**config.mk**
```make
export PLATFORM = sky130hd
export DESIGN_NAME = pwm_multi_gen
export DESIGN_NICKNAME = d
export VERILOG_FILES = /design/src/rtl/pwm_pkg.sv /design/src/rtl/pwm_channel.sv /design/src/rtl/pwm_multi_gen.sv
export SDC_FILE = /design/constraint.sdc
export NUM_CORES = 1
export LEC_CHECK = 0
export ABC_AREA = 1
export CORE_UTILIZATION = 59
export DETAILED_ROUTE_END_ITERATION = 10
export GPL_ROUTABILITY_DRIVEN = 1
export MAX_ROUTING_LAYER = met4
export PLACE_DENSITY = 0.95
export SLEW_MARGIN = 15
export SYNTH_ARGS = -nofsm -noshare
export SYNTH_HDL_FRONTEND = slang
export SYNTH_SLANG_ARGS = --single-unit
```
**constraint.sdc**
```tcl
create_clock -name clk -period 10.4 [get_ports clk]
set_input_delay 1.56 -clock clk [delete_from_list [all_inputs] [get_ports clk]]
set_output_delay 1.56 -clock clk [all_outputs]
set_load 0.005 [all_outputs]
```
**src/rtl/pwm_pkg.sv**
```systemverilog
// -----------------------------------------------------------------------------
// pwm_pkg
// Shared definitions for the multi-channel PWM generator.
//   - Default parameter widths (channel count, counter width, prescaler width).
//   - Channel mode encodings used by pwm_channel.
// -----------------------------------------------------------------------------
package pwm_pkg;

  // Default parameter values
  localparam int unsigned N_CH_DEF  = 4;
  localparam int unsigned CNT_W_DEF = 16;
  localparam int unsigned PSC_W_DEF = 8;

  // Channel mode encodings (2 bits per channel in the functions bus)
  localparam logic [1:0] MODE_LEFT      = 2'b00;  // high while cnt <  c1
  localparam logic [1:0] MODE_RIGHT     = 2'b01;  // high while cnt >= c1
  localparam logic [1:0] MODE_UNALIGNED = 2'b10;  // high while c1 <= cnt < c2
  localparam logic [1:0] MODE_RSVD      = 2'b11;  // output held low

endpackage : pwm_pkg

```
**src/rtl/pwm_channel.sv**
```systemverilog
// -----------------------------------------------------------------------------
// pwm_channel
// One PWM output channel. Holds the channel's active mode and compare pair
// and the registered output. The output is computed from the counter value
// being written at the same edge, so it lines up with count_val.
//
// Ports:
//   clk         system clock
//   rst_n       asynchronous active-low reset
//   en_i        global enable; output forced low when 0
//   load_i      transfer the shadow values into the active registers
//   cnt_next_i  counter value being written at this edge
//   mode_sh_i   shadow mode
//   c1_sh_i     shadow compare1
//   c2_sh_i     shadow compare2
//   pwm_o       registered PWM output
// -----------------------------------------------------------------------------
module pwm_channel
  import pwm_pkg::*;
#(
  parameter int unsigned CNT_W = CNT_W_DEF
) (
  input  logic             clk,
  input  logic             rst_n,
  input  logic             en_i,
  input  logic             load_i,
  input  logic [CNT_W-1:0] cnt_next_i,
  input  logic [1:0]       mode_sh_i,
  input  logic [CNT_W-1:0] c1_sh_i,
  input  logic [CNT_W-1:0] c2_sh_i,
  output logic             pwm_o
);

  logic [1:0]       mode_q, mode_d;
  logic [CNT_W-1:0] c1_q, c1_d;
  logic [CNT_W-1:0] c2_q, c2_d;
  logic             pwm_q, pwm_d;
  logic             level;

  // The values written into the active registers at this edge are also the
  // ones used for this edge's output, so a reload takes effect on the very
  // output that coincides with the counter returning to 0.
  always_comb begin
    mode_d = load_i ? mode_sh_i : mode_q;
    c1_d   = load_i ? c1_sh_i   : c1_q;
    c2_d   = load_i ? c2_sh_i   : c2_q;
  end

  always_comb begin
    level = 1'b0;
    case (mode_d)
      MODE_LEFT:      level = (cnt_next_i < c1_d);
      MODE_RIGHT:     level = (cnt_next_i >= c1_d);
      MODE_UNALIGNED: level = (c1_d <= cnt_next_i) && (cnt_next_i < c2_d);
      default:        level = 1'b0;
    endcase
    pwm_d = en_i & level;
  end

  always_ff @(posedge clk or negedge rst_n) begin
    if (!rst_n) begin
      mode_q <= MODE_LEFT;
      c1_q   <= '0;
      c2_q   <= '0;
      pwm_q  <= 1'b0;
    end else begin
      mode_q <= mode_d;
      c1_q   <= c1_d;
      c2_q   <= c2_d;
      pwm_q  <= pwm_d;
    end
  end

  assign pwm_o = pwm_q;

endmodule : pwm_channel

```
**src/rtl/pwm_multi_gen.sv**
```systemverilog
// -----------------------------------------------------------------------------
// pwm_multi_gen
// Multi-channel PWM generator with its own prescaled up-counter. All channels
// share one period; each channel has its own mode and compare pair. Period,
// prescale, modes and compares are double-buffered: shadow inputs move to the
// active registers only at counter overflow after a load request, or
// continuously while the generator is disabled.
//
// Optional feature macro: PWM_OVF_IRQ_EN
//   Adds irq_clr (in) and ovf_irq (out), a sticky overflow flag. Set wins
//   over a simultaneous clear.
//
// Ports:
//   clk          system clock
//   rst_n        asynchronous active-low reset
//   pwm_en       global enable
//   period       shadow period, counter runs 0..period
//   prescale     shadow prescale, one counter tick every prescale+1 clocks
//   functions    shadow modes, bits [2i+1:2i] for channel i
//   compare1     shadow compare1, slice i for channel i
//   compare2     shadow compare2, slice i for channel i
//   load_req     request transfer of shadow values at the next overflow
//   count_val    current counter value (registered)
//   pwm_out      PWM outputs (registered)
//   reload_done  one-cycle pulse when the new active values first apply
// -----------------------------------------------------------------------------
module pwm_multi_gen
  import pwm_pkg::*;
#(
  parameter int unsigned N_CH  = N_CH_DEF,
  parameter int unsigned CNT_W = CNT_W_DEF,
  parameter int unsigned PSC_W = PSC_W_DEF
) (
  input  logic                  clk,
  input  logic                  rst_n,
  input  logic                  pwm_en,
  input  logic [CNT_W-1:0]      period,
  input  logic [PSC_W-1:0]      prescale,
  input  logic [2*N_CH-1:0]     functions,
  input  logic [N_CH*CNT_W-1:0] compare1,
  input  logic [N_CH*CNT_W-1:0] compare2,
  input  logic                  load_req,
`ifdef PWM_OVF_IRQ_EN
  input  logic                  irq_clr,
  output logic                  ovf_irq,
`endif
  output logic [CNT_W-1:0]      count_val,
  output logic [N_CH-1:0]       pwm_out,
  output logic                  reload_done
);

  // ---------------------------------------------------------------------------
  // State
  // ---------------------------------------------------------------------------
  logic             en_q, en_d;              // pwm_en seen at the previous edge
  logic [PSC_W-1:0] psc_q, psc_d;
  logic [CNT_W-1:0] cnt_q, cnt_d;
  logic [CNT_W-1:0] period_act_q, period_act_d;
  logic [PSC_W-1:0] prescale_act_q, prescale_act_d;
  logic             load_pending_q, load_pending_d;
  logic             reload_done_q, reload_done_d;

  logic             tick;
  logic             ovf;
  logic             reload;
  logic             load_act;

  // ---------------------------------------------------------------------------
  // Tick / overflow / reload decode
  // ---------------------------------------------------------------------------
  // The first enabled edge is a start edge: the counter is written as 0 and
  // no tick is taken, so count 0 lasts a full tick like every other value.
  // The >= comparisons keep the counter safe if an active value ever sits
  // below the running count.
  always_comb begin
    tick     = pwm_en & en_q & (psc_q >= prescale_act_q);
    ovf      = tick & (cnt_q >= period_act_q);
    reload   = ovf & (load_pending_q | load_req);
    // While disabled the active registers simply track the shadows.
    load_act = ~pwm_en | reload;
  end

  // ---------------------------------------------------------------------------
  // Prescaler and counter next state
  // ---------------------------------------------------------------------------
  always_comb begin
    en_d  = pwm_en;
    psc_d = '0;
    cnt_d = '0;
    if (pwm_en && en_q) begin
      if (tick) begin
        psc_d = '0;
        cnt_d = ovf ? '0 : cnt_q + CNT_W'(1);
      end else begin
        psc_d = psc_q + PSC_W'(1);
        cnt_d = cnt_q;
      end
    end
  end

  // ---------------------------------------------------------------------------
  // Reload bookkeeping and shared active registers
  // ---------------------------------------------------------------------------
  always_comb begin
    if (!pwm_en || reload) begin
      load_pending_d = 1'b0;
    end else if (load_req) begin
      load_pending_d = 1'b1;
    end else begin
      load_pending_d = load_pending_q;
    end

    period_act_d   = load_act ? period   : period_act_q;
    prescale_act_d = load_act ? prescale : prescale_act_q;
    reload_done_d  = reload;
  end

  always_ff @(posedge clk or negedge rst_n) begin
    if (!rst_n) begin
      en_q           <= 1'b0;
      psc_q          <= '0;
      cnt_q          <= '0;
      period_act_q   <= '0;
      prescale_act_q <= '0;
      load_pending_q <= 1'b0;
      reload_done_q  <= 1'b0;
    end else begin
      en_q           <= en_d;
      psc_q          <= psc_d;
      cnt_q          <= cnt_d;
      period_act_q   <= period_act_d;
      prescale_act_q <= prescale_act_d;
      load_pending_q <= load_pending_d;
      reload_done_q  <= reload_done_d;
    end
  end

  assign count_val   = cnt_q;
  assign reload_done = reload_done_q;

  // ---------------------------------------------------------------------------
  // Channels
  // ---------------------------------------------------------------------------
  generate
    for (genvar gi = 0; gi < N_CH; gi++) begin : g_ch
      pwm_channel #(
        .CNT_W (CNT_W)
      ) u_ch (
        .clk        (clk),
        .rst_n      (rst_n),
        .en_i       (pwm_en),
        .load_i     (load_act),
        .cnt_next_i (cnt_d),
        .mode_sh_i  (functions[2*gi +: 2]),
        .c1_sh_i    (compare1[gi*CNT_W +: CNT_W]),
        .c2_sh_i    (compare2[gi*CNT_W +: CNT_W]),
        .pwm_o      (pwm_out[gi])
      );
    end
  endgenerate

  // ---------------------------------------------------------------------------
  // Optional sticky overflow flag
  // ---------------------------------------------------------------------------
`ifdef PWM_OVF_IRQ_EN
  logic ovf_irq_q, ovf_irq_d;

  always_comb begin
    if (ovf) begin
      ovf_irq_d = 1'b1;
    end else if (irq_clr) begin
      ovf_irq_d = 1'b0;
    end else begin
      ovf_irq_d = ovf_irq_q;
    end
  end

  always_ff @(posedge clk or negedge rst_n) begin
    if (!rst_n) begin
      ovf_irq_q <= 1'b0;
    end else begin
      ovf_irq_q <= ovf_irq_d;
    end
  end

  assign ovf_irq = ovf_irq_q;
`endif

endmodule : pwm_multi_gen
```
# Yosys cells after proc, flatten, opt, wreduce, memory -nomap -nowiden
# Cells that the tools add are included.
[op_classes]
add_sub_neg = 2
multipliers = 0
div_mod_pow = 0
n_lt_le_gt_ge = 18
eq_ne = 8
shifts = 0
mux = 23
bitwise_logic = 11
n_reduce_logical = 12
[ops]
columns = ["operator", "count"]
rows = [
  ["$mux 16", 11],
  ["$lt 16x16->1", 8],
  ["$ge 16x16->1", 5],
  ["$le 16x16->1", 4],
  ["$add 16x1->16 const B", 1],
  ["$mux 8", 2],
  ["$pmux 1 s3", 4],
  ["$add 8x1->8 const B", 1],
  ["$and 1x1->1", 8],
  ["$eq 2x1->1 const B", 4],
  ["$eq 2x2->1 const B", 4],
  ["$ge 8x8->1", 1],
  ["$logic_not 2->1", 4],
  ["$mux 2", 4],
  ["$logic_and 1x1->1", 5],
  ["$mux 1", 2],
  ["$or 1x1->1", 2],
  ["$reduce_bool 2->1", 1],
  ["$logic_not 1->1", 1],
  ["$logic_or 1x1->1", 1],
  ["$not 1->1", 1],
]
[totals]
register_bits = 191
latchBits = 0
ram_bits = 0
rom_bits = 0
inputBits = 164
output_inout_bits = 21
wordCells = 97
mem_count = 0

# Depth between registers and ports, before layout
# Gate-level depths: netlist of run 1.
[logic_depth]
depth_word = 10
ltp_mapped = 30
ltp_nobuf = 30

# Hierarchy
# A second synthesis of run 1 with hierarchy kept.
[unflattened]
hier_cells = 1504
hier_area_um2 = 11908.9
[by_module_without_submodules]
columns = ["mod", "instances", "cells_per_inst", "area_each_um2", "seq_area_each_um2"]
rows = [
  ["pwm_channel (g_ch[1].u_ch ...)", 3, 273, 2183.3, 875.8],
  ["pwm_multi_gen", 1, 411, 3174.3, 1276.2],
  ["pwm_channel (g_ch[0].u_ch)", 1, 274, 2184.6, 875.8],
]

# Worst setup path before layout of run 1
# No wires, ideal clock.
[synth_timing]
path_kind = "input to register"
startpoint = "input pwm_en"
endpoint = "register g_ch[3].u_ch.pwm_q"
setup_time_ps = 77
arrival_ps = 4410
required_ps = 10323
path_slack_ps = 5913
stages = 18
n_path_buf = 0
cell_sequence = "nand2_1 -> a21oi_4 -> nand3_1 -> nor3_1 -> nand3_1 -> nor3_2 -> nand2_1 -> nand2_1 -> nor3b_1 -> ha_1 -> nand2_1 -> inv_1 -> nand3_1 -> nor3_1 -> nand2_1 -> o2111ai_1 -> or3_1 -> a21oi_1"
[synth_via]
elab_chain_len = 10
word_cells_on_any_way = 23
classes_between = "order compare (4); eq/ne (2); mux (7); bitwise (7); reduce/logical (3)"
[synth_rtl]
columns = ["item", "line_no", "rtl"]
rows = [
  ["from (decl)", "pwm_multi_gen.sv:36", "input logic pwm_en,"],
  ["$and 1x1->1 (2 in a row)", "pwm_multi_gen.sv:76", "tick = pwm_en & en_q & (psc_q >= prescale_act_q);"],
  ["$and 1x1->1", "pwm_multi_gen.sv:77", "ovf = tick & (cnt_q >= period_act_q);"],
  ["$mux 16", "pwm_multi_gen.sv:93", "cnt_d = ovf ? '0 : cnt_q + CNT_W'(1);"],
  ["$mux 16", "pwm_multi_gen.sv:91", "if (tick) begin"],
  ["$mux 16 *", "pwm_multi_gen.sv:90", "if (pwm_en && en_q) begin"],
  ["via cnt_d[14]", "pwm_multi_gen.sv:57", "logic [CNT_W-1:0] cnt_q, cnt_d;"],
  ["$le 16x16->1 or $lt 16x16->1 (tied branches)", "pwm_channel.sv:54", "MODE_UNALIGNED: level = (c1_d <= cnt_next_i) && (cnt_next_i < c2_d);"],
  ["$logic_and 1x1->1", "pwm_channel.sv:54", ""],
  ["$pmux 1 s3 *", "pwm_channel.sv:51", "case (mode_d)"],
  ["$and 1x1->1 *", "pwm_channel.sv:57", "pwm_d = en_i & level;"],
  ["via g_ch[3].u_ch.pwm_d", "pwm_channel.sv:37", "logic pwm_q, pwm_d;"],
  ["to (signal assigned)", "pwm_channel.sv:70", "pwm_q <= pwm_d;"],
  ["to (decl)", "pwm_channel.sv:37", ""],
]
# The timed path passes the listed nets; every way through them passes the cells marked *.
# A chain may end at the register's enable or synchronous reset.

# Worst setup path after layout of run 1
[layout_timing]
startpoint = "input pwm_en"
endpoint = "register g_ch[3].u_ch.pwm_q"
[layout_via]
elab_chain_len = 10
word_cells_on_any_way = 23
classes_between = "order compare (4); eq/ne (2); mux (7); bitwise (7); reduce/logical (3)"
[layout_rtl]
columns = ["item", "line_no"]
rows = [
  ["$and 1x1->1 (2 in a row)", "pwm_multi_gen.sv:76"],
  ["$and 1x1->1", "pwm_multi_gen.sv:77"],
  ["$and 1x1->1 or $mux 16 (tied branches)", "pwm_multi_gen.sv:78, pwm_multi_gen.sv:93"],
  ["$or 1x1->1 or $mux 16 (tied branches)", "pwm_multi_gen.sv:80, pwm_multi_gen.sv:91"],
  ["$mux 16 (on tied branches)", "pwm_channel.sv:45, pwm_multi_gen.sv:90, pwm_channel.sv:46"],
  ["$le 16x16->1 or $lt 16x16->1 (tied branches)", "pwm_channel.sv:54"],
  ["$logic_and 1x1->1", "pwm_channel.sv:54"],
  ["$pmux 1 s3", "pwm_channel.sv:51"],
  ["$and 1x1->1 *", "pwm_channel.sv:57"],
  ["via g_ch[3].u_ch.pwm_d", "pwm_channel.sv:37"],
]
# Marks and branches as above.

==> results of run 1 <==
synthesized netlist by cell type (2+ instances only):
cell type / instances / area [µm²]
sky130_fd_sc_hd__nor3_1: 18 / 90.1
sky130_fd_sc_hd__nand4_1: 13 / 81.3
sky130_fd_sc_hd__nor2_2: 3 / 18.8
sky130_fd_sc_hd__nor3b_1: 7 / 52.6
sky130_fd_sc_hd__clkbuf_1: 17 / 63.8
sky130_fd_sc_hd__o21ai_1: 43 / 215
sky130_fd_sc_hd__inv_2: 7 / 26.3
sky130_fd_sc_hd__a31oi_1: 2 / 12.5
sky130_fd_sc_hd__xor2_1: 4 / 35.0
sky130_fd_sc_hd__or2_2: 8 / 50.1
sky130_fd_sc_hd__and2_1: 4 / 25.0
sky130_fd_sc_hd__buf_6: 2 / 22.5
sky130_fd_sc_hd__o21bai_1: 2 / 15.0
sky130_fd_sc_hd__a21oi_1: 67 / 335
sky130_fd_sc_hd__nand2_4: 5 / 56.3
sky130_fd_sc_hd__a41oi_1: 2 / 17.5
sky130_fd_sc_hd__inv_1: 198 / 743
sky130_fd_sc_hd__ha_1: 150 / 1880
sky130_fd_sc_hd__o21a_1: 5 / 37.5
sky130_fd_sc_hd__buf_4: 4 / 30.0
sky130_fd_sc_hd__nand2_1: 194 / 728
sky130_fd_sc_hd__or2_0: 110 / 688
sky130_fd_sc_hd__o2111ai_1: 4 / 35.0
sky130_fd_sc_hd__buf_2: 15 / 75.1
sky130_fd_sc_hd__o221ai_1: 3 / 26.3
sky130_fd_sc_hd__nand2_2: 4 / 25.0
sky130_fd_sc_hd__nand3b_1: 3 / 22.5
sky130_fd_sc_hd__or2_1: 3 / 18.8
sky130_fd_sc_hd__nand3_1: 22 / 110
sky130_fd_sc_hd__a211oi_1: 8 / 60.1
sky130_fd_sc_hd__xnor2_1: 5 / 43.8
sky130_fd_sc_hd__o221a_2: 2 / 22.5
sky130_fd_sc_hd__nor2_1: 45 / 169
sky130_fd_sc_hd__or3_1: 4 / 25.0
sky130_fd_sc_hd__dfrtp_1: 191 / 4780
sky130_fd_sc_hd__o21ai_0: 114 / 571
sequential cells by signal, indices dropped and copies added, names as in the netlist:
register          cells
count_val            16
period_act_q         16
g_ch.u_ch.mode_q      8
g_ch.u_ch.c2_q       64
g_ch.u_ch.c1_q       64
load_pending_q        1
prescale_act_q        8
psc_q                 8
g_ch.u_ch.pwm_o       4
reload_done           1
en_q                  1
layout by cell type, fill, tap and decap left out, types with 7 or more instances in the layout:
master / netlist / layout
sky130_fd_sc_hd__o21ai_0: 114 / 114
sky130_fd_sc_hd__nor3_1: 18 / 15
sky130_fd_sc_hd__buf_4: 4 / 12
sky130_fd_sc_hd__inv_2: 7 / 7
sky130_fd_sc_hd__clkbuf_16: 0 / 17
sky130_fd_sc_hd__a21oi_1: 67 / 67
sky130_fd_sc_hd__nor3b_2: 1 / 7
sky130_fd_sc_hd__inv_1: 198 / 198
sky130_fd_sc_hd__dfrtp_1: 191 / 191
sky130_fd_sc_hd__or2_0: 110 / 110
sky130_fd_sc_hd__a211oi_1: 8 / 7
sky130_fd_sc_hd__nand4_1: 13 / 13
sky130_fd_sc_hd__o21ai_1: 43 / 43
sky130_fd_sc_hd__or2_2: 8 / 8
sky130_fd_sc_hd__nor2_1: 45 / 45
sky130_fd_sc_hd__nand3_1: 22 / 22
sky130_fd_sc_hd__ha_1: 150 / 150
sky130_fd_sc_hd__clkdlybuf4s50_1: 0 / 183
sky130_fd_sc_hd__nand2_1: 194 / 194
worst paths after layout:
check,from,endpoint,cells after the start
setup reg to reg,count_val[9],g_ch[3].u_ch.pwm_o,20
max in group asynchronous,rst_n,g_ch[0].u_ch.c2_q[13],2
hold reg to reg,g_ch[2].u_ch.c1_q[5],g_ch[2].u_ch.c1_q[5],2
hold / removal,g_ch[2].u_ch.c1_q[5],g_ch[2].u_ch.c1_q[5],2
setup / recovery,pwm_en,g_ch[3].u_ch.pwm_o,16
min in group asynchronous,rst_n,prescale_act_q[7],1
layer usage:
layer	up-vias	share of wire	global-route usage
met5	-	0	-
met4	0	0.055	0.209
met3	150	0.084	0.0574
met2	534	0.48	0.566
met1	4731	0.39	0.407
li1	4592	-	-
kinds of logic after synthesis:
kind of cell             after synthesis  share of synthesized area
XOR/XNOR                               9                    0.00695
flip-flops                           191                      0.421
AND/OR/NAND/NOR                      450                      0.198
AO/OA/AOI/OAI                        256                      0.122
buffers and inverters                244                     0.0861
adder cells (fa/ha/maj)              150                      0.166
stage by stage:
stage               instances  setup slack [ns]
floorplan                1300              5.91
global placement         1691              4.35
detailed placement       1691              4.13
CTS                      1722              4.59
global route             1722              4.10
finish                   1722              4.43
worst min-delay path, delay by kind of cell (launching register included):
family	cells	cell delay, ns
flip-flops	1	0.32
buffers and inverters	1	0.06
AO/OA/AOI/OAI	1	0.09
power groups by stage:
| stage | sequential [W] | combinational, W | clock [W] |
|---|---|---|---|
| floorplan | 0.000824 | 0.000147 | 0 |
| CTS | 0.000817 | 0.000276 | 0.000661 |
| detailed placement | 0.000830 | 0.000269 | 0 |
| global placement | 0.000827 | 0.000254 | 0 |
| finish | 0.000818 | 0.000279 | 0.000661 |
| global route | 0.000822 | 0.000310 | 0.000694 |
cell type report:
class,count,share of cell area
Sequential cell,191,0.342
Multi-Input combinational cell,865,0.403
Tap cell,234,0.0209
Inverter,205,0.0550
Clock inverter,9,0.00769
Timing Repair Buffer,196,0.138
Clock buffer,22,0.0339
==> reports/summary.log, run 1 <==
INFO  place          place.detailed.hpwl=21700µm
INFO  clock_network  buffer_cell_driving_the_clock_tree_root=sky130_fd_sc_hd__clkbuf_16
INFO  synth          ys_types=48
INFO  place          dpl-instance-area=13400µm²
INFO  sta            drv_slew=0
INFO  final_layout   post-route-cell-area=14000µm²
INFO  sta            slew_headroom=0.160
INFO  clock_network  worst_skew_pair.late_latency=0.44ns
INFO  die            core-area=18800µm²
INFO  sta            setup-violations-final=0
INFO  synth          synth-edff-count=0
INFO  critical_path  crit_path_start_kind=input pin
INFO  global_routing number_of_antenna_violations_at_the_first_check_in_global_routing=0
INFO  final_layout   num_antenna_cells=0
INFO  critical_path  worst-r2r-setup-slack=5.03ns
INFO  clock_network  cts.reportedPaths.clkPinSlew=0.07ns
INFO  clock_network  h_tree_depth=4
INFO  critical_path  cp-end-kind=flip-flop
INFO  final_layout   seqCellArea=4780µm²
INFO  die            top_level_ports=185
INFO  power_and_ir_drop power.leakage=6.78nW
INFO  worst_hold_path hold_path_class=flip-flop to flip-flop
INFO  critical_path  ordered_list_of_cells_on_the_worst_path=clkdlybuf4s50_1 > nand2_1 > a21oi_4 > nand3_4 > nand2_4 > inv_2 > buf_4 > or2_0 > o21ai_0 > ha_1 > a21oi_1 > o21ai_0 > nand4_1 > o2111ai_1 > or3_1 > a21oi_1
INFO  sta            fmax=168MHz
INFO  critical_path  cpPeakStageDelay=0.66ns
INFO  power_and_ir_drop share_comb_of_total_power=0.158
INFO  die            die_width=141µm
INFO  synth          synthesis.instances=1300
INFO  routing        post_drt_wl_per_cell=18.5µm
INFO  global_routing gr-usage-all-layers=0.348
INFO  sta            period_minus_slack=5.97ns
INFO  global_routing grt_pass1_vias=10500
INFO  power_and_ir_drop switching_power=0.000463W
INFO  power_and_ir_drop report.power.total=0.00176W
INFO  die            initial_core_util=0.604
INFO  critical_path  worst-path-max-fanout=115
INFO  routing        num_vias=10000
INFO  sta            final.setup.tns=0ns
INFO  clock_network  post_cts_setup_bufs=0
INFO  die            design.die.area=19800µm²
INFO  die            rows=50
INFO  clock_network  maximum_clock_insertion_buffer_count=2
INFO  critical_path  cp.arrival=6.34ns
INFO  clock_network  cts_resized=0
INFO  power_and_ir_drop power.share.switching=0.263
INFO  synth          synth.avg_cell_area=8.72µm²
INFO  power_and_ir_drop power.density_cell_area=126nW/µm²
INFO  power_and_ir_drop seq_power_share=0.465
INFO  clock_network  cts_hold_buffers=0
INFO  place          gpl.final_weighted_congestion=0.880
INFO  routing        postRouteAntennaNets=0
INFO  final_layout   layout-area-overhead-vs-synth=23.4%
INFO  global_routing global_route.overflow_total=0
INFO  sta            rsz_0062_raised_after_global_routing=no
INFO  power_and_ir_drop internal_power_contribution=0.00129W
INFO  final_layout   layout-drive-gt1-share=0.0585
INFO  synth          postSynth.asyncResetShare=1.00
INFO  outcome        status=completed
INFO  final_layout   multi_input_comb_area=5630µm²
INFO  die            die_height=141µm
INFO  sta            timing_worst_slew_pin_value=1.26ns
INFO  critical_path  critical-path-top-delay-family=simple AND/OR/NAND/NOR gates
INFO  clock_network  tritoncts=yes
INFO  sta            hold-worst-slack=0.496ns
INFO  critical_path  cp.required=10.77ns
INFO  flow_run       drv_cap=0
INFO  sta            worst_clock_skew=0.0116ns
INFO  synth          synth_fp_nets=1614
INFO  final_layout   num-nets-final=1790
INFO  routing        viasPerCell=5.81
INFO  global_routing first_pass_grt_wire_length=51300µm
INFO  routing        firstDrtPassIters=5
INFO  critical_path  slowest_stage=sky130_fd_sc_hd__clkdlybuf4s50_1
INFO  routing        initialDrtViolationCount=854
INFO  global_routing grt_start_max_net_pins=116
INFO  clock_network  tritoncts.num_buffers=17
INFO  synth          synth.yosys.seq_area_share=0.421
INFO  final_layout   final_core_utilization=0.746
INFO  synth          netlist_area=11300µm²
INFO  routing        routed_wl=31900µm
INFO  synth          postSynth.topFlopCell=sky130_fd_sc_hd__dfrtp_1
INFO  sta            final_hold_viol_count=0
INFO  synth          ys_ff_latch=191
INFO  place          quantity_of_i_o_buffers_inserted_on_ports=184
INFO  clock_network  clock-sinks=191
INFO  power_and_ir_drop max-vdd-ir-drop=125µV
INFO  critical_path  criticalPathCategory=input pin to flip-flop
INFO  final_layout   count_of_fill_cells_added_during_filler_insertion=1205
INFO  critical_path  buffering_stage_count_on_the_worst_path_with_inverters_included=3
INFO  sta            final_min_period_over_clock_period=0.574
INFO  routing        remaining_drc_errors=0
INFO  synth          yosys_warnings=0
INFO  power_and_ir_drop share_clk_of_total_power=0.376
No activity file was read; power rests on OpenSTA's default activity.
==> inputs of run 2 (changes only) <==
--- a/config.mk
+++ b/config.mk
@@ -6,11 +6,11 @@
 export NUM_CORES = 1
 export LEC_CHECK = 0
 export ABC_AREA = 1
-export CORE_UTILIZATION = 59
+export CORE_UTILIZATION = 49
 export DETAILED_ROUTE_END_ITERATION = 10
 export GPL_ROUTABILITY_DRIVEN = 1
 export MAX_ROUTING_LAYER = met4
-export PLACE_DENSITY = 0.95
+export PLACE_DENSITY = 0.85
 export SLEW_MARGIN = 15
 export SYNTH_ARGS = -nofsm -noshare
 export SYNTH_HDL_FRONTEND = slang
==> constraint.sdc (replaced) <==
create_clock -name clk -period 4.8 [get_ports clk]
set_input_delay 0.72 -clock clk [delete_from_list [all_inputs] [get_ports clk]]
set_output_delay 0.72 -clock clk [all_outputs]
set_load 0.005 [all_outputs]
==> run 2 against run 1 <==
Combinational power up 110%. Utilization shrank 12 points. Register-to-register slack worse by 4.8 ns. Largest power group unchanged. Die area grew 20%. Total power grew 110%. Worst hold slack got worse by 0.048 ns. Final area grew 1.2%. Highest routed layer unchanged.
==> reports/summary.log, run 2 (synthesis gave the netlist of run 1 again) <==
INFO  place          quantity_of_i_o_buffers_inserted_on_ports=184 [unchanged]
INFO  power_and_ir_drop share_comb_of_total_power=0.160 [was 0.158]
INFO  clock_network  h_tree_depth=4 [unchanged]
INFO  global_routing global_route.overflow_total=0 [unchanged]
INFO  global_routing grt_start_max_net_pins=183 [was 116]
INFO  global_routing number_of_antenna_violations_at_the_first_check_in_global_routing=0 [unchanged]
INFO  power_and_ir_drop max-vdd-ir-drop=254µV [was 125 µV]
INFO  critical_path  criticalPathCategory=flip-flop to flip-flop [was input pin to flip-flop]
INFO  sta            period_minus_slack=4.54ns
INFO  critical_path  slowest_stage=sky130_fd_sc_hd__nor3b_2 [was sky130_fd_sc_hd__clkdlybuf4s50_1]
INFO  global_routing first_pass_grt_wire_length=48800µm [was 51300 µm]
INFO  sta            slew_headroom=0.249 [was 0.160]
INFO  final_layout   final_cell_mix=sky130_fd_sc_hd__inv_1 (198), sky130_fd_sc_hd__nand2_1 (194), sky130_fd_sc_hd__dfrtp_1 (191) [unchanged]
INFO  clock_network  cts_resized=0 [unchanged]
INFO  clock_network  clock-sinks=191 [unchanged]
INFO  sta            setup-violations-final=0 [unchanged]
INFO  die            initial_core_util=0.501 [was 0.604]
INFO  global_routing gr-usage-all-layers=0.273 [was 0.348]
INFO  die            core-area=22600µm² [was 18800 µm²]
INFO  critical_path  timing.critical_path.depth=25 [was 16]
INFO  critical_path  cp.required=5.16ns [was 10.77 ns]
INFO  critical_path  buffering_stage_count_on_the_worst_path_with_inverters_included=3 [unchanged]
INFO  routing        initialDrtViolationCount=925 [was 854]
INFO  critical_path  cell_occurring_most_often_along_the_worst_timing_path=sky130_fd_sc_hd__nand2_1
INFO  clock_network  post_cts_setup_bufs=0 [unchanged]
INFO  clock_network  maximum_clock_insertion_buffer_count=2 [unchanged]
INFO  outcome        status=completed [unchanged]
INFO  sta            rsz_0062_raised_after_global_routing=no [unchanged]
INFO  sta            timing_worst_slew_pin_value=1.12ns [was 1.26 ns]
INFO  routing        viasPerCell=5.39 [was 5.81]
INFO  routing        firstDrtPassIters=5 [unchanged]
INFO  critical_path  worst-path-max-fanout=9 [was 115]
INFO  clock_network  worst_skew_pair.late_latency=0.44ns [about the same]
INFO  power_and_ir_drop seq_power_share=0.475 [was 0.465]
INFO  die            design.die.area=23800µm² [was 19800 µm²]
INFO  critical_path  rr_worst_depth=25 [was 20]
INFO  routing        routed_wl=30500µm [was 31900 µm]
INFO  clock_network  tritoncts.num_buffers=17 [unchanged]
INFO  power_and_ir_drop switching_power=0.00100W [was 0.000463 W]
INFO  critical_path  r2r_end=g_ch[3].u_ch.pwm_o [unchanged]
INFO  die            rows=55 [was 50]
INFO  clock_network  buffer_cell_driving_the_clock_tree_root=sky130_fd_sc_hd__clkbuf_16 [unchanged]
INFO  power_and_ir_drop share_clk_of_total_power=0.365 [was 0.376]
INFO  sta            worst_clock_skew=0.0152ns [was 0.0116 ns]
INFO  final_layout   num-nets-final=1804 [was 1790]
INFO  final_layout   layout-area-overhead-vs-synth=24.9% [was 23.4%]
INFO  die            die_height=154µm [was 141 µm]
INFO  critical_path  worst-r2r-setup-slack=0.26ns [was 5.03 ns]
INFO  power_and_ir_drop power.density_cell_area=263nW/µm² [was 126 nW/µm²]
INFO  sta            final_hold_viol_count=0 [unchanged]
INFO  worst_hold_path hold_path_class=input pin to asynchronous set/reset pin [was flip-flop to flip-flop]
INFO  power_and_ir_drop power.share.switching=0.270 [was 0.263]
INFO  critical_path  cpPeakStageDelay=0.89ns [was 0.66 ns]
INFO  sta            drv_slew=0 [unchanged]
INFO  flow_run       drv_cap=0 [unchanged]
INFO  critical_path  cp.arrival=4.90ns [was 6.34 ns]
INFO  routing        num_vias=9623 [was 10000]
INFO  clock_network  tritoncts=yes [unchanged]
INFO  final_layout   most_common_cell_after_layout_fill_and_taps_aside=sky130_fd_sc_hd__inv_1 [unchanged]
INFO  critical_path  cp-end-kind=flip-flop [unchanged]
INFO  die            die_width=154µm [was 141 µm]
INFO  clock_network  cts_hold_buffers=0 [unchanged]
INFO  sta            final.setup.tns=0ns [unchanged]
INFO  critical_path  critical-path-top-delay-family=simple AND/OR/NAND/NOR gates [unchanged]
INFO  power_and_ir_drop power.leakage=6.84nW [was 6.78 nW]
INFO  place          gpl.final_weighted_congestion=0.908 [was 0.880]
INFO  final_layout   num_antenna_cells=0 [unchanged]
INFO  sta            fmax=220MHz
INFO  sta            final_min_period_over_clock_period=0.946
INFO  final_layout   final_core_utilization=0.626 [was 0.746]
INFO  die            top_level_ports=185 [unchanged]
INFO  clock_network  cts.reportedPaths.clkPinSlew=0.07ns [about the same]
INFO  critical_path  crit_path_start_kind=flip-flop [was input pin]
INFO  power_and_ir_drop internal_power_contribution=0.00272W [was 0.00129 W]
INFO  routing        post_drt_wl_per_cell=17.1µm [was 18.5 µm]
INFO  routing        postRouteAntennaNets=0 [unchanged]
INFO  critical_path  worst_r2r_startpoint=psc_q[0] [was count_val[9]]
INFO  final_layout   reg.largest.list=g_ch.u_ch.c1_q x64, g_ch.u_ch.c2_q x64 [unchanged]
INFO  final_layout   layout-drive-gt1-share=0.0672 [was 0.0585]
INFO  place          place.detailed.hpwl=22000µm [was 21700 µm]
INFO  global_routing grt_pass1_vias=9636 [was 10500]
INFO  routing        remaining_drc_errors=0 [unchanged]
[run 2: cell count changes in the layout (fill, tap and decap cells not counted), sizes merged]
cell / before / now
buf: 12 / 26
clkinvlp: 2 / 3
inv: 207 / 208
bufinv: 2 / 1
clkbuf: 23 / 20
clkinv: 3 / 5
[run 2: per-stage QoR]
step / hold slack [ns] / cells / total power [W] / instance area (µm²) / setup WS [ns]
final: 0.448 / 1787 / 0.00372 / 14200 / 0.258
after floorplan: 0.424 / 1300 / 0.00210 / 11300 / 0.967
after CTS: 0.480 / 1787 / 0.00373 / 14200 / 0.399
after detailed placement: 0.466 / 1756 / 0.00238 / 13600 / 0.294
after global placement: 0.461 / 1756 / 0.00235 / 13600 / 0.483
after global routing: 0.511 / 1787 / 0.00388 / 14200 / 0.0551
[run 2: per-layer routing]
layer / up-vias / share of wire / global-route usage
met1: 4535 / 0.43 / 0.355
met5: - / 0 / -
met2: 394 / 0.47 / 0.433
met4: 0 / 0.029 / 0.0981
met3: 60 / 0.065 / 0.0420
li1: 4634 / - / -
[run 2: how the worst max path moves through the flow]
stage | slack (ns) | to | start
after floorplan | 0.97 | g_ch[3].u_ch.pwm_o | psc_q[1]
after detailed placement | 0.29 | g_ch[3].u_ch.pwm_o | pwm_en
after global routing | 0.06 | g_ch[0].u_ch.pwm_o | psc_q[0]
after global placement | 0.48 | g_ch[0].u_ch.pwm_o | pwm_en
final | 0.26 | g_ch[3].u_ch.pwm_o | psc_q[0]
after CTS | 0.40 | g_ch[3].u_ch.pwm_o | psc_q[0]
[run 2: area by class of cell]
type / instances / area [µm²]
multi-input combinational: 865 / 5630
inverter: 205 / 771
clock inverter: 12 / 111
timing repair buffer: 210 / 2080
fill: 1801 / 8480
sequential: 191 / 4780
tap: 285 / 357
clock buffer: 19 / 433
[run 2: power groups by stage]
| stage | combinational [W] | clock [W] | sequential, W |
|---|---|---|---|
| floorplan | 0.000318 | 0 | 0.00179 |
| global placement | 0.000561 | 0 | 0.00179 |
| detailed placement | 0.000586 | 0 | 0.00180 |
| CTS | 0.000596 | 0.00137 | 0.00177 |
| global route | 0.000669 | 0.00143 | 0.00178 |
| finish | 0.000595 | 0.00136 | 0.00177 |
==> inputs of run 3 (changes only) <==
--- a/config.mk
+++ b/config.mk
@@ -10,7 +10,7 @@
 export DETAILED_ROUTE_END_ITERATION = 10
 export GPL_ROUTABILITY_DRIVEN = 1
 export MAX_ROUTING_LAYER = met4
-export PLACE_DENSITY = 0.85
+export PLACE_DENSITY = 0.79
 export SLEW_MARGIN = 15
 export SYNTH_ARGS = -nofsm -noshare
 export SYNTH_HDL_FRONTEND = slang
==> run 3 against run 2 <==
Clock skew is 0.0040 ns lower. Non-clock buffer count up 2. Worst hold slack worse by 0.020 ns. First-iteration DRC count decreased by 40%. Via count decreased by 0.37%. Setup slack got worse by 0.020 ns. Highest routed layer unchanged.
==> reports/summary.log, run 3 (synthesis gave the netlist of run 1 again) <==
INFO  final_layout   final_cell_mix=sky130_fd_sc_hd__inv_1 (198), sky130_fd_sc_hd__nand2_1 (194), sky130_fd_sc_hd__dfrtp_1 (191) [unchanged]
INFO  final_layout   layout-area-overhead-vs-synth=25.7% [was 24.9%]
INFO  routing        routed_length_on_met2=13800µm [was 14400 µm]
INFO  sta            final_min_period_over_clock_period=0.950 [was 0.946]
INFO  critical_path  r2r_end=g_ch[3].u_ch.pwm_o [unchanged]
INFO  die            initial_core_util=0.501 [unchanged]
INFO  sta            hold-worst-slack=0.428ns [was 0.448 ns]
INFO  clock_network  tritoncts.num_buffers=17 [unchanged]
INFO  power_and_ir_drop max-vdd-ir-drop=216µV [was 254 µV]
INFO  critical_path  slowest_stage=sky130_fd_sc_hd__nor3b_2 [unchanged]
INFO  power_and_ir_drop power.density_cell_area=268nW/µm² [was 263 nW/µm²]
INFO  sta            worst_clock_skew=0.0112ns [was 0.0152 ns]
INFO  sta            period_minus_slack=4.56ns [was 4.54 ns]
INFO  clock_network  cts_hold_buffers=0 [unchanged]
INFO  sta            rsz_0062_raised_after_global_routing=no [unchanged]
INFO  final_layout   reg.largest.list=g_ch.u_ch.c1_q x64, g_ch.u_ch.c2_q x64 [unchanged]
INFO  critical_path  cp.required=5.16ns [about the same]
INFO  routing        met3_wl=2070µm [was 1990 µm]
INFO  die            die_width=154µm [unchanged]
INFO  critical_path  crit_path_start_kind=flip-flop [unchanged]
INFO  global_routing number_of_antenna_violations_at_the_first_check_in_global_routing=1 [was 0]
INFO  die            core-area=22600µm² [unchanged]
INFO  clock_network  h_tree_depth=4 [unchanged]
INFO  clock_network  maximum_clock_insertion_buffer_count=2 [unchanged]
INFO  final_layout   seqCellArea=4780µm² [unchanged]
INFO  flow_run       drv_cap=0 [unchanged]
INFO  final_layout   most_common_cell_after_layout_fill_and_taps_aside=sky130_fd_sc_hd__inv_1 [unchanged]
INFO  critical_path  critical-path-top-delay-family=simple AND/OR/NAND/NOR gates [unchanged]
INFO  routing        num_vias=9587 [was 9623]
INFO  sta            drv_slew=0 [unchanged]
INFO  die            design.die.area=23800µm² [unchanged]
INFO  routing        wirelength_met1=13000µm [was 13200 µm]
INFO  clock_network  cts.reportedPaths.clkPinSlew=0.07ns [about the same]
INFO  routing        routed_wl=29900µm [was 30500 µm]
INFO  global_routing gr-usage-all-layers=0.269 [was 0.273]
INFO  place          place.detailed.hpwl=22000µm [about the same]
INFO  routing        viasPerCell=5.35 [was 5.39]
INFO  routing        initialDrtViolationCount=554 [was 925]
INFO  routing        postRouteAntennaNets=0 [unchanged]
INFO  final_layout   layout-drive-gt1-share=0.0691 [was 0.0672]
INFO  critical_path  criticalPathCategory=flip-flop to flip-flop [unchanged]
INFO  global_routing grt_pass1_vias=9508 [was 9636]
INFO  critical_path  worst_r2r_startpoint=count_val[9] [was psc_q[0]]
INFO  clock_network  worst_skew_pair.late_latency=0.44ns [about the same]
INFO  global_routing grt_start_max_net_pins=123 [was 183]
INFO  clock_network  buffer_cell_driving_the_clock_tree_root=sky130_fd_sc_hd__clkbuf_16 [unchanged]
INFO  sta            final_hold_viol_count=0 [unchanged]
INFO  critical_path  buffering_stage_count_on_the_worst_path_with_inverters_included=1 [was 3]
INFO  critical_path  cp.arrival=4.92ns [was 4.90 ns]
INFO  critical_path  worst-r2r-setup-slack=0.24ns [was 0.26 ns]
INFO  final_layout   post-route-cell-area=14300µm² [was 14200 µm²]
INFO  final_layout   count_of_fill_cells_added_during_filler_insertion=1862 [was 1801]
INFO  routing        remaining_drc_errors=0 [unchanged]
INFO  sta            final.setup.tns=0ns [unchanged]
INFO  clock_network  tritoncts=yes [unchanged]
INFO  die            rows=55 [unchanged]
INFO  global_routing global_route.overflow_total=0 [unchanged]
INFO  routing        highest-signal-layer=met4 [unchanged]
INFO  critical_path  cell_occurring_most_often_along_the_worst_timing_path=sky130_fd_sc_hd__nand2_1 [unchanged]
INFO  outcome        status=completed [unchanged]
INFO  critical_path  ordered_list_of_cells_on_the_worst_path=ha_1 > nand2_1 > inv_1 > o21bai_1 > a21oi_1 > nor2_2 > nand2_2 > nand2_1 > nand2_1 > nor3b_2 > ha_1 > nand2_1 > o21ai_0 > nand2_1 > o211ai_1 > nand2_1 > o2111ai_1 > or3_1 > a21oi_1
INFO  final_layout   num-nets-final=1806 [was 1804]
INFO  sta            fmax=219MHz [was 220 MHz]
INFO  final_layout   multi_input_comb_area=5650µm² [was 5630 µm²]
INFO  place          dpl-instance-area=13600µm² [about the same]
INFO  die            top_level_ports=185 [unchanged]
INFO  critical_path  rr_worst_depth=19 [was 25]
INFO  sta            setup-violations-final=0 [unchanged]
INFO  routing        firstDrtPassIters=5 [unchanged]
INFO  critical_path  cp-end-kind=flip-flop [unchanged]
INFO  global_routing first_pass_grt_wire_length=47900µm [was 48800 µm]
INFO  critical_path  cpPeakStageDelay=0.97ns [was 0.89 ns]
INFO  critical_path  worst-path-max-fanout=9 [unchanged]
INFO  sta            slew_headroom=0.247 [was 0.249]
INFO  place          quantity_of_i_o_buffers_inserted_on_ports=184 [unchanged]
INFO  die            die_height=154µm [unchanged]
INFO  worst_hold_path hold_path_class=input pin to asynchronous set/reset pin [unchanged]
INFO  power_and_ir_drop power.leakage=6.88nW [was 6.84 nW]
INFO  clock_network  clock-sinks=191 [unchanged]
INFO  sta            timing_worst_slew_pin_value=1.12ns [about the same]
INFO  routing        post_drt_wl_per_cell=16.7µm [was 17.1 µm]
INFO  place          gpl.final_weighted_congestion=0.889 [was 0.908]
## run 3: changes by cell type in the layout (fill, tap and decap cells not counted)
cell,before,now
sky130_fd_sc_hd__buf_12,3,4
sky130_fd_sc_hd__diode_2,0,1
sky130_fd_sc_hd__inv_4,0,1
sky130_fd_sc_hd__nor3b_2,7,5
sky130_fd_sc_hd__clkinv_2,4,3
sky130_fd_sc_hd__inv_6,4,3
sky130_fd_sc_hd__bufinv_16,1,3
sky130_fd_sc_hd__nor3b_4,0,2
sky130_fd_sc_hd__buf_4,23,24
## run 3: metal layers
metal | up-vias | GRT usage
met5 | - | -
met4 | 0 | 0.100
met3 | 71 | 0.0536
met2 | 357 | 0.418
met1 | 4512 | 0.347
li1 | 4647 | -
## run 3: final cells by class
cell class,count,share of cell area
repair buffers,212,0.148
well taps,285,0.0250
multi-input cells,865,0.396
clock buffers,19,0.0304
inverters,205,0.0541
flip-flops and latches,191,0.335
diodes,1,0.000175
clock inverters,13,0.0114
## run 3: what timing repair did
action,in CTS,in global routing
setup buffers,0,3
endpoints found under the setup margin,0,4
gates resized for setup,0,3
hold endpoints to repair,0,0
## run 3: stage by stage
step / util / power, W / setup slack [ns] / cells
floorplan: - / 0.00210 / 0.967 / 1300
global placement: 0.601 / 0.00236 / 0.243 / 1755
detailed placement: 0.601 / 0.00238 / 0.0336 / 1755
CTS: 0.628 / 0.00384 / 0.0807 / 1787
global route: 0.630 / 0.00400 / 0.00518 / 1791
finish: 0.630 / 0.00382 / 0.238 / 1791
## run 3: how the worst max path moves through the flow
stage                  from                  to  depth (start not counted)
2_1_floorplan      psc_q[1]  g_ch[3].u_ch.pwm_o                         23
3_3_place_gp         pwm_en  g_ch[3].u_ch.pwm_o                         22
3_5_place_dp         pwm_en  g_ch[3].u_ch.pwm_o                         22
4_1_cts            psc_q[0]  g_ch[3].u_ch.pwm_o                         27
5_1_grt        count_val[9]  g_ch[3].u_ch.pwm_o                         19
6_report       count_val[9]  g_ch[3].u_ch.pwm_o                         19
## run 3: report_power, final
| part | switching [W] | leakage [nW] | internal, W | total (W) |
|---|---|---|---|---|
| registers | 0.0000349 | 2.24 | 0.00173 | 0.00177 |
| logic | 0.000321 | 4.35 | 0.000269 | 0.000590 |
| clock network | 0.000643 | 0.284 | 0.000823 | 0.00147 |
| total | 0.000999 | 6.88 | 0.00282 | 0.00382 |
